**src/rtl/ysyx_23060201_gpr_wb_arb.sv**
```systemverilog
// GPR write-back arbiter: merges EXU and LSU results into an in-order FIFO
// and drains one entry per cycle onto the GPR write port.
module ysyx_23060201_gpr_wb_arb #(
   parameter int GPR_ADDR_WIDTH = 5,
   parameter int DATA_WIDTH     = 32,
   parameter int FIFO_DEPTH     = 4
) (
   input  logic                          clk,
   input  logic                          rst_n,
   input  logic                          flush,
   input  logic                          exu_valid,
   output logic                          exu_ready,
   input  logic [GPR_ADDR_WIDTH-1:0]     exu_rd,
   input  logic [DATA_WIDTH-1:0]         exu_data,
   input  logic                          lsu_valid,
   output logic                          lsu_ready,
   input  logic [GPR_ADDR_WIDTH-1:0]     lsu_rd,
   input  logic [DATA_WIDTH-1:0]         lsu_data,
   output logic                          gpr_wen,
   output logic [GPR_ADDR_WIDTH-1:0]     gpr_waddr,
   output logic [DATA_WIDTH-1:0]         gpr_wdata,
   output logic                          wb_retire,
   output logic [2**GPR_ADDR_WIDTH-1:0]  wb_busy
);

   localparam int PW = $clog2(FIFO_DEPTH);
   localparam int CW = PW + 1;
   localparam logic [CW-1:0] DEPTH_C = CW'(FIFO_DEPTH);

   logic [GPR_ADDR_WIDTH-1:0] rd_mem   [FIFO_DEPTH];
   logic [DATA_WIDTH-1:0]     data_mem [FIFO_DEPTH];

   logic [PW-1:0] rd_ptr;
   logic [PW-1:0] wr_ptr;
   logic [PW-1:0] exu_slot;
   logic [PW-1:0] slot;
   logic [CW-1:0] count;
   logic [CW-1:0] free;
   logic [CW-1:0] count_next;
   logic          rr_lsu;
   logic          contested;
   logic          not_empty;
   logic          lsu_push;
   logic          exu_push;
   logic          pop;

   assign free      = DEPTH_C - count;
   assign not_empty = (count != '0);

   // Free space is judged before this cycle's pop, so a full FIFO never
   // accepts even while draining; with a single slot left, round-robin decides.
   always_comb begin
      exu_ready = 1'b0;
      lsu_ready = 1'b0;
      contested = 1'b0;
      if (rst_n && !flush) begin
         if (free >= CW'(2)) begin
            exu_ready = exu_valid;
            lsu_ready = lsu_valid;
         end else if (free == CW'(1)) begin
            if (exu_valid && lsu_valid) begin
               contested = 1'b1;
               lsu_ready = rr_lsu;
               exu_ready = !rr_lsu;
            end else begin
               exu_ready = exu_valid;
               lsu_ready = lsu_valid;
            end
         end
      end
   end

   assign lsu_push   = lsu_ready;
   assign exu_push   = exu_ready;
   assign pop        = wb_retire;
   assign exu_slot   = wr_ptr + PW'(lsu_push);
   assign count_next = count + CW'(lsu_push) + CW'(exu_push) - CW'(pop);

   always_ff @(posedge clk or negedge rst_n) begin
      if (!rst_n) begin
         rd_ptr <= '0;
         wr_ptr <= '0;
         count  <= '0;
         rr_lsu <= 1'b1;
      end else if (flush) begin
         rd_ptr <= '0;
         wr_ptr <= '0;
         count  <= '0;
      end else begin
         rd_ptr <= rd_ptr + PW'(pop);
         wr_ptr <= wr_ptr + PW'(lsu_push) + PW'(exu_push);
         count  <= count_next;
         if (contested) rr_lsu <= !rr_lsu;
      end
   end

   // Storage is deliberately not reset; occupancy is tracked by count alone.
   always_ff @(posedge clk) begin
      if (lsu_push) begin
         rd_mem[wr_ptr]   <= lsu_rd;
         data_mem[wr_ptr] <= lsu_data;
      end
      if (exu_push) begin
         rd_mem[exu_slot]   <= exu_rd;
         data_mem[exu_slot] <= exu_data;
      end
   end

   always_comb begin
      gpr_waddr = '0;
      gpr_wdata = '0;
      if (not_empty) begin
         gpr_waddr = rd_mem[rd_ptr];
         gpr_wdata = data_mem[rd_ptr];
      end
   end

   assign wb_retire = not_empty && !flush;
   assign gpr_wen   = not_empty && !flush && (gpr_waddr != '0);

   always_comb begin
      wb_busy = '0;
      slot    = '0;
      for (int i = 0; i < FIFO_DEPTH; i++) begin
         slot = rd_ptr + PW'(i);
         if (CW'(i) < count) wb_busy[rd_mem[slot]] = 1'b1;
      end
      wb_busy[0] = 1'b0;
   end

endmodule

```
**config.mk**
```make
export PLATFORM = sky130hd
export DESIGN_NAME = ysyx_23060201_gpr_wb_arb
export DESIGN_NICKNAME = d
export VERILOG_FILES = /design/src/rtl/ysyx_23060201_gpr_wb_arb.sv
export SDC_FILE = /design/constraint.sdc
export NUM_CORES = 1
export LEC_CHECK = 0
export CAP_MARGIN = 40
export CORE_MARGIN = 1.5
export CORE_UTILIZATION = 25
export DETAILED_ROUTE_END_ITERATION = 10
export GPL_TIMING_DRIVEN = 0
export HOLD_SLACK_MARGIN = 0.05
export SYNTH_ARGS = -nofsm -noshare
export SYNTH_HDL_FRONTEND = slang
export SYNTH_SLANG_ARGS = --single-unit
```
**constraint.sdc**
```tcl
create_clock -name clk -period 5.6 [get_ports clk]
set_input_delay 0.84 -clock clk [delete_from_list [all_inputs] [get_ports clk]]
set_output_delay 0.84 -clock clk [all_outputs]
set_load 0.03 [all_outputs]
```
* After elaboration in Yosys (flattened, before gate mapping)
Memory sizes are Yosys's and may differ from the RTL's. Index checks and enable logic that the tools add are counted.
Word-level totals: register bits after elaboration 8, bits in latches 0, memory bits (writable) 148, memory bits (read-only) 0, input port bits 79, logic and storage cells 80, memories kept 2
Cells by class: add/subtract/negate cells 10, multipliers 0, div/mod/pow operators 0, order comparisons 13, eq/ne operators 1, shift operators 0, muxes and demuxes 33, bitwise operators 4, reductions and logical operators 13
Memories:
- data_mem | depth 4, width 32, read ports 1, clocked after memory_dff 0, wr ports 2, RTL line 31 | logic [DATA_WIDTH-1:0] data_mem [FIFO_DEPTH];
- rd_mem | depth 4, width 5, read ports 4, clocked after memory_dff 0, wr ports 2, RTL line 30 | logic [GPR_ADDR_WIDTH-1:0] rd_mem [FIFO_DEPTH];
Operator list (number):
- two-way mux 32 bit | 5
- OR 32 bit | 3
- < comparator 5 x 6 -> 1 bit (second input constant) | 4
- demux 1 bit (select 5 bit) | 4
- greater-or-equal comparator 5 x 1 -> 1 bit (second input constant) | 4
- two-way mux 1 bit | 20
- logical AND 1 bit | 8
- adder 2 x 1 -> 2 bit | 3
- adder 3 x 1 -> 3 bit | 2
- < comparator 1 x 3 -> 1 bit (first input constant) | 2
- < comparator 2 x 3 -> 1 bit (first input constant) | 2
- two-way mux 5 bit | 1
- nonzero test 5 bit | 1
- adder 2 bit (second input constant) | 2
- two-way mux 2 bit | 2
- == test 3 x 1 -> 1 bit (second input constant) | 1
- greater-or-equal comparator 3 x 2 -> 1 bit (second input constant) | 1
- two-way mux 3 bit | 1
- nonzero test 3 bit | 1
- subtractor 3 x 1 -> 3 bit | 1
- subtractor 3 bit (first input constant) | 1
- adder 2 x 1 -> 2 bit (second input constant) | 1
- zero test 1 bit | 2
- AND reduction 2 bit | 1
- inverter 1 bit | 1

* Longest topological paths before layout
Gate-level depths: netlist (run 1). An unclocked memory read counts as a cell.
depth after elaboration 12, gate-level depth with buffers 13, mapped depth without buffers 11

* Least setup slack after synthesis (run 1)
OpenSTA, ideal clock, no wires.
path type input -> register, from input flush, to memory data_mem[0][0] (enable), setup time 0.487 ns, arrival time 4.201 ns, required time 5.113 ns, path slack 0.912 ns, stages 5, path through clkbuf_1 -> inv_1 -> nand3_1 -> a21o_1 -> o31ai_1
RTL lines:
- from (decl) | RTL line 10 | input logic flush,
- to (decl) | RTL line 31

==> impl_summary.md, run 1 <==
Logic synthesis
The netlist uses 59 different library cells. After synthesis, the largest family of logic cells by area is multiplexers. Counting flops with a built-in enable in the synthesized netlist gives about 150.

After synthesis, the share of cell area in mux cells is between 20% and 30%. The register bit total from synthesis is 156. The post-synthesis adder-cell area fraction is 1.74%. For this run, asynchronously set or reset flops after synthesis account for about 5%. Summing the areas of all xor and xnor instances in the mapped netlist gives 0.460% of the synthesized area.

The sequential element share of the synthesized area is between 40% and 50%. During synthesis, Yosys emitted a total of 0 warnings. The mapped cell area is about 0.0095 mm². Synthesis handed over a netlist of 646 instances. The area fraction in compound gates after synthesis is 6.14%. The most used flip-flop cell after synthesis is sky130_fd_sc_hd__edfxtp_1.

The average instance area after synthesis is 14.7 µm². Summing the areas of all and, or, nand and nor instances in the mapped netlist gives 9.37% of the synthesized area. When the netlist entered floorplanning its net count stood at between 700 and 800.

Cells and area
The final cell count without fillers is 1350. The area of the multi-input gates is 0.00460 mm². The filler cell count in the final layout is 3665. In the final design database the tool counted 917 nets.

Leaving out fill and tap cells, the most frequent cell in the layout is sky130_fd_sc_hd__clkdlybuf4s50_1. The number of antenna cells inserted is 0. Summing all flip-flop and latch instances after layout gives 0.00465 mm². The post-route netlist has 34.2% of its cells at a drive strength greater than 1. In the layout the commonest cells are 149 x sky130_fd_sc_hd__clkdlybuf4s50_1, 148 x sky130_fd_sc_hd__mux2_2, 148 x sky130_fd_sc_hd__edfxtp_1. The area growth from synthesis to layout is 31.6%.

Clock network
The clock tree from TritonCTS is done. The root buffer cell chosen for the clock tree is sky130_fd_sc_hd__clkbuf_16. After clock tree synthesis, the flow added hold-fix buffers numbering 0. The number of sinks on the clock net is 156. The number of post-CTS setup repair buffers is 0. The register clock-pin slew on the reported worst setup and hold paths is 0.06 ns.

The clock latency on the worst-skew pair is between 0.4 and 0.5 ns. The largest buffer count on any clock path is 2. In this run, post-CTS repair resized a total of 0 instances. The number of levels the H-tree was split into is 4. In this run, CTS created clock tree buffers numbering 17.

Drt
The aggregate routed wire length is 28.0 mm. The initial DRC count is 471. After detailed routing, the number of vias per cell comes to about 4.8. The number of vias after detailed routing is 6540. The total iterations of the first detailed-routing run is 5. The residual antenna-violating net count after detailed routing is 0. The DRC violation count after routing is 0. In the final routed layout, each cell accounts on average for about 21 µm.

Place
The sum of net half-perimeters after detailed placement is 20.3 mm. At the placement stage, the worst setup path has a slack of 0.786 ns. The count of buffers from port buffering is 149.

The placer congestion estimate is 0.899. The post-placement cell count is around 1300.

Floorplanning
The vertical die dimension is ~200 µm. The region available for standard cell placement spans 0.0376 mm². The effective utilization at floorplan is 25.3%. The boundary pin count is approximately 150.

In this run the horizontal extent of the chip is about 200 µm. The number of standard-cell rows in the floorplan is 71. The die area is 0.0393 mm².

Power and ir drop
The total leakage power is 4.06 nW. The power density relative to cell area is ~440 mW/mm². VDD sags by at most 0.252 mV.

Min path
The path class of the lowest-slack min-delay path is flop to flop.

Worst setup path
The maximum fanout along the worst path is 12. The number of buffers and inverters on the critical path is 7. The critical path is of the primary input to flop type. The largest delay contributor family on the critical path is buffers and inverters. The critical path's largest stage delay is roughly 0.66 ns. Traced cell by cell, the critical path runs through clkdlybuf4s50_1, nand3_1, a21o_1, inv_1, ha_1, xor2_1, inv_1, or3_1, buf_2, buf_4, o31ai_4, buf_8, buf_8. Data on the critical path is required at its endpoint by 5.72 ns. The master of the slowest instance on the critical path is sky130_fd_sc_hd__clkdlybuf4s50_1. The critical path data arrival time is 4.48 ns. STA classifies the critical path startpoint as a primary input.

The kind of end point of the critical path is a flop.

Global routing
The largest net degree at the start of global routing is 17. The number of antenna violations at the first check in global routing came to 0. The first global-routing pass estimated just over 40 mm of wire. The sum of overflow across all layers after global routing is 0. The global-route total usage across every layer is 14.4%. The via count of the first global-routing pass was between 6000 and 7000.

STA
The final max-slew violation count is 0. For the pin with the worst max-slew slack, the measured transition is roughly 0.9 ns. The final setup TNS is 0 ns. Setup slack closes at 1.24 ns. The clock arrives with 0.00811 ns of skew. The number of hold-slack violations in the final timing report was 0. Setup violations remaining at the end of the flow were counted as 0. The hold slack is approximately 0.53 ns. The minimum clock period is ~4.4 ns. Setup repair after global routing left no endpoint under its margin. The highest clock rate is 229 MHz. After layout, the worst path uses ~80% of the clock period.

In this run the tightest slew margin relative to its limit is 40.3%.

Outcome
The flow ran to the end, and the final reports show no timing, DRC or antenna violations.

Job
The reported max-cap violation count is 0.
-- worst paths after layout --
kind,start,end,slack (ns),depth (start not counted)
max,rst_n,data_mem[2][11],1.24,13
min,rr_lsu,rr_lsu,0.53,1
max reg2reg,count[2],data_mem[2][11],1.28,14
min reg2reg,rr_lsu,rr_lsu,0.53,1
max in group asynchronous,rst_n,rr_lsu,4.51,1
min in group asynchronous,rst_n,count[0],0.74,1
-- logic make-up (layout without fill, tap and decap cells) --
logic type               Yosys count  count (layout)
AO/OA/AOI/OAI                     68              68
flip-flops                       156             156
adder cells (fa/ha/maj)           12              12
multiplexers                     200             200
other                              1               1
buffers and inverters             60             253
AND/OR/NAND/NOR                  144             144
XOR/XNOR                           5               5
-- sequential cells by signal, indices dropped and copies added, names as in the netlist --
| signal | cells |
|---|---|
| rd_mem | 20 |
| rr_lsu | 1 |
| data_mem | 128 |
| count | 3 |
| wr_ptr | 2 |
| rd_ptr | 2 |
-- through the flow --
stage                     power [mW]  util [%]  cell area [µm²]
after global routing            5.78      33.3            12500
after CTS                       5.57      33.3            12500
after detailed placement        4.28      31.6            11900
after global placement          4.25      31.0            11600
after floorplan                 3.22         -             9520
final                           5.51      33.3            12500
-- cells in the mapped netlist (2+ instances only) --
master / number / area [µm²]
sky130_fd_sc_hd__edfxtp_1: 148 / 4440
sky130_fd_sc_hd__nor2b_1: 49 / 307
sky130_fd_sc_hd__a221o_2: 2 / 22.5
sky130_fd_sc_hd__nand2b_1: 14 / 87.6
sky130_fd_sc_hd__or3_1: 4 / 25.0
sky130_fd_sc_hd__nor4b_2: 2 / 30.0
sky130_fd_sc_hd__o211ai_1: 8 / 60.1
sky130_fd_sc_hd__buf_4: 13 / 97.6
sky130_fd_sc_hd__nand4b_1: 6 / 52.6
sky130_fd_sc_hd__dfrtp_1: 7 / 175
sky130_fd_sc_hd__buf_6: 4 / 45.0
sky130_fd_sc_hd__ha_1: 10 / 125
sky130_fd_sc_hd__mux2_2: 148 / 1670
sky130_fd_sc_hd__clkbuf_1: 14 / 52.6
sky130_fd_sc_hd__nand3_1: 14 / 70.1
sky130_fd_sc_hd__o32ai_1: 5 / 43.8
sky130_fd_sc_hd__inv_1: 13 / 48.8
sky130_fd_sc_hd__nor3_1: 3 / 15.0
sky130_fd_sc_hd__a221o_1: 16 / 160
sky130_fd_sc_hd__nor4b_1: 2 / 17.5
sky130_fd_sc_hd__nand2_1: 10 / 37.5
sky130_fd_sc_hd__and3_1: 2 / 12.5
sky130_fd_sc_hd__buf_1: 2 / 7.51
sky130_fd_sc_hd__nand4_1: 3 / 18.8
sky130_fd_sc_hd__xnor2_1: 3 / 26.3
sky130_fd_sc_hd__o31ai_1: 4 / 30.0
sky130_fd_sc_hd__or2_2: 2 / 12.5
sky130_fd_sc_hd__nor2_1: 16 / 60.1
sky130_fd_sc_hd__o221ai_1: 3 / 26.3
sky130_fd_sc_hd__a22oi_1: 2 / 15.0
sky130_fd_sc_hd__xor2_1: 2 / 17.5
sky130_fd_sc_hd__mux4_1: 4 / 105
sky130_fd_sc_hd__buf_2: 13 / 65.1
sky130_fd_sc_hd__o22ai_1: 12 / 75.1
sky130_fd_sc_hd__a32oi_1: 9 / 78.8
sky130_fd_sc_hd__fa_1: 2 / 40.0
sky130_fd_sc_hd__and2_1: 4 / 25.0
sky130_fd_sc_hd__and3b_1: 2 / 17.5
sky130_fd_sc_hd__nor3b_1: 2 / 15.0
sky130_fd_sc_hd__mux4_2: 48 / 1080
-- worst register-to-register path, cell delays in order (launching register included) --
cell	delay, ns
sky130_fd_sc_hd__dfrtp_1	0.54
sky130_fd_sc_hd__inv_1	0.18
sky130_fd_sc_hd__ha_1	0.34
sky130_fd_sc_hd__nor3b_1	0.19
sky130_fd_sc_hd__a21o_1	0.44
sky130_fd_sc_hd__inv_1	0.21
sky130_fd_sc_hd__ha_1	0.26
sky130_fd_sc_hd__xor2_1	0.32
sky130_fd_sc_hd__inv_1	0.10
sky130_fd_sc_hd__or3_1	0.33
sky130_fd_sc_hd__buf_2	0.24
sky130_fd_sc_hd__buf_4	0.25
sky130_fd_sc_hd__o31ai_4	0.20
sky130_fd_sc_hd__buf_8	0.25
sky130_fd_sc_hd__buf_8	0.19
-- per-layer routing --
layer / track usage [%] / vias to the layer above / wire [µm]
met5: 0 / - / 0
met4: 3.11 / 0 / 259
met3: 3.30 / 18 / 1810
met2: 24.7 / 256 / 13800
met1: 18.4 / 3283 / 12100
li1: - / 2983 / -
-- report_power, final --
group	total [mW]	internal (mW)	switching, mW
combinational	2.77	1.15	1.62
sequential	1.46	1.41	0.0502
clock	1.27	0.791	0.480
total	5.51	3.36	2.15
-- area by class of cell --
type                       instances  share of cell area, %
multi-input combinational        430                   36.7
clock buffer                      17                   3.40
clock inverter                    15                   1.75
sequential                       156                   37.1
buffer                            47                   2.26
timing repair buffer             161                   13.3
tap                              511                   5.10
inverter                          13                  0.389
No activity file was read; power rests on OpenSTA's default activity.
==> run 2, diff against run 1 <==
Clock period 5.6 ns to 3.91 ns, I/O delays scaled along.
==> run 2 against run 1 <==
Critical path depth decreased by 5. Sequential share of layout area decreased by 0.43 points. Register-to-register slack got worse by 1.0 ns. Clock skew increased by 0.00057 ns. First-iteration DRC count decreased by 12%. Via count about the same. Worst hold slack got worse by 0.041 ns. Combinational power increased by 45%. Cell count increased by 0.59%. Routed wire length increased by 0.96%. Critical endpoint is now wb_busy[4]. Largest power group unchanged. Highest routed layer unchanged.
==> impl_summary.md, run 2 (synthesized netlist as in run 1, its figures left out) <==
STA
The number of hold-slack violations in the final timing report came to 0. After routing, the total negative slack on setup checks comes to 0 ns. The final max-slew violation count is 0. The clock skew is 0.00868 ns.

The minimum clock period is 3.81 ns. Setup violations remaining at the end of the flow were counted as 0. The normalized max-slew margin is 42.1%. Based on the critical path, the design can be clocked at up to 262 MHz. At the pin with the least slew margin, the transition time is 0.868 ns.

Setup repair after global routing could not meet its margin everywhere. The period utilization is 97.4%.

Worst setup path
The path depth of the worst reg2reg path is 14. For the worst setup path, the data required time is 3.32 ns. The number of buffer and inverter instances along the worst setup path is 4.

The startpoint of the worst setup timing path is rd_ptr[0]. The largest delay contributor family on the critical path is buffers and inverters. The critical path goes through buf_6, buf_8, buf_6, mux4_2, or2_2, o32ai_1, a221o_2, clkdlybuf4s50_1. The reg-to-reg endpoint is data_mem[0][6]. The critical path ends at wb_busy[4].

Of all nets on the critical path, the largest fanout is 10. The master of the slowest instance on the critical path is sky130_fd_sc_hd__clkdlybuf4s50_1. The kind of critical path is flop to primary output. The critical path data arrival time is 3.22 ns. STA classifies the critical path endpoint as a primary output. The beginning of the worst register-to-register path is count[1]. The worst-case register-to-register setup slack is 0.27 ns. The critical path depth in cells is 8.

The worst setup path is launched from a flop. The most numerous cell type found on the critical path is sky130_fd_sc_hd__buf_6. The critical path's largest stage delay is 0.66 ns.

Floorplanning
The initial utilization of the core area, before any placement, comes to 25.3%. The die is 198 µm tall. The boundary pin count is 152. The die covers 0.0393 mm². The placeable core region is 0.0376 mm². The number of standard-cell rows in the floorplan is 71. The overall die width is 198 µm.

Power and ir drop
The clock network burns roughly 23% of the power. Overall power consumption after layout is estimated at ~7.9 mW. In this run the power spent charging and discharging nets is 3.11 mW.

The logic gate share of total power is around 50%. Net switching is 39.2% of the power. Per report_power, the sequential group accounts for 26.4% of the total. The internal portion of the total power is roughly 4.8 mW. In this run the power density over the cells is 627 mW/mm². The total leakage power is 4.28 nW.

The worst-case IR drop observed on VDD is roughly 0.36 mV.

Drt
After the first detailed-routing iteration, the DRC count stood at 415. The detailed-route wire length per cell is a little over 20 µm. The residual antenna-violating net count after detailed routing is 0.

The detailed-route vias per instance is 4.82. The DRC violation count after routing is 0. For this run, the detailed router's first-pass iteration total came to 5. Summing over every cut layer, the via total after detailed routing is around 6500. Summed over all layers, the routed wires come to 28.2 mm.

Cells and area
Summing all multi-input logic gate instances after layout gives about 0.0047 mm². The register with the most flip-flops in the final layout is data_mem. The area of all placed cells without fillers is 0.0127 mm².

Leaving out filler cells and counting taps, the final layout contains 1358. The sequential cell area is 0.00465 mm². The repair_antennas step left the layout with diodes totalling 0. The area added between synthesis and finish is 33.2%. The filler cell count in the final layout is 3675. The top cell types in the final layout, fill and taps aside, are 148 x sky130_fd_sc_hd__mux2_2, 148 x sky130_fd_sc_hd__edfxtp_1, 136 x sky130_fd_sc_hd__clkdlybuf4s50_1. The final layout contains 925 nets.

At the end of the flow the core is filled with cells to 33.7%. Cells with a size suffix above 1 make up a little under two fifths of the layout. The register with the most flip-flops in the layout has 128 of them.

In the final layout, the registers with the most flip-flops are data_mem (128), rd_mem (20), count (3).

Job
The tool flagged a number of max-cap violations equal to 0.

Global routing
The via count of the first global-routing pass is approximately 6700. The sum of overflow across all layers after global routing is 0. The largest net degree at the start of global routing is 17. The first-pass GRT wire length is 41.8 mm. The number of antenna violations at the first check in global routing is 0. The global-route total usage across every layer is about 14%.

Clock network
After clock tree synthesis, the clock-pin slew on the worst setup and hold paths is about 0.070 ns. The clock latency on the worst-skew pair is between 0.4 and 0.5 ns. The H-tree generated during clock tree synthesis spans 4 levels.

No sink is reached through more buffers than the 2 on the longest clock path. The number of buffers created by CTS is 17. CTS saw 156 sinks. TritonCTS built the clock tree.

The clock tree root buffer cell is sky130_fd_sc_hd__clkbuf_16. Buffers inserted to repair hold after CTS numbered 0.

Outcome
The run finished with clean final reports.

Min path
The path class of the lowest-slack min-delay path is primary input to async pin.

Place
Buffers placed on the I/O ports in this run total 149. The wire-length estimate of the detail-placed layout is ~20 mm. The post-placement cell count is 1318. The placer congestion estimate is about 0.9. The cell area after placement is 0.0119 mm².
## run 2: how the worst min path moves through the flow
stage / from / endpoint / slack, ns / cells after the start
floorplan: rst_n / count[0] / 0.29 / 0
global placement: rr_lsu / rr_lsu / 0.53 / 1
detailed placement: rr_lsu / rr_lsu / 0.53 / 1
CTS: rst_n / count[0] / 0.48 / 1
global route: rst_n / count[0] / 0.51 / 1
finish: rst_n / wr_ptr[1] / 0.49 / 1
## run 2: cell type report
class	instances	share of cell area (%)
well taps	511	5.04
flip-flops and latches	156	36.7
inverters	13	0.385
plain buffers	46	2.26
multi-input cells	430	36.7
clock buffers	17	3.35
repair buffers	170	13.9
clock inverters	15	1.73
## run 2: repair_timing
item / CTS / global route
gates resized for setup: 16 / 17
pin swaps: 1 / 1
buffers inserted: 1 / 8
endpoints found under the setup margin: 141 / 67
## run 2: power by group through the flow
stage               registers, mW  clock network, mW  logic (mW)
CTS                          2.10               1.85        4.03
detailed placement           2.13                  0        4.00
floorplan                    2.12                  0        2.49
global route                 2.11               1.92        4.30
global placement             2.16                  0        3.93
finish                       2.10               1.82        4.03
## run 2: per-layer routing
| layer | vias up | wire length (µm) | GRT usage [%] | part of all wire (%) |
|---|---|---|---|---|
| met4 | 0 | 291 | 3.03 | 1.0 |
| met1 | 3281 | 12100 | 18.5 | 43 |
| li1 | 2998 | - | - | - |
| met2 | 245 | 13900 | 24.8 | 49 |
| met3 | 22 | 1890 | 3.30 | 6.7 |
| met5 | - | 0 | 0 | 0 |
## run 2: stage by stage
stage	hold WS, ns	setup WS (ns)
floorplan	0.291	-0.657
global placement	0.526	-4.03
detailed placement	0.526	-0.650
CTS	0.482	0.00368
global route	0.512	-0.0126
finish	0.493	0.0999
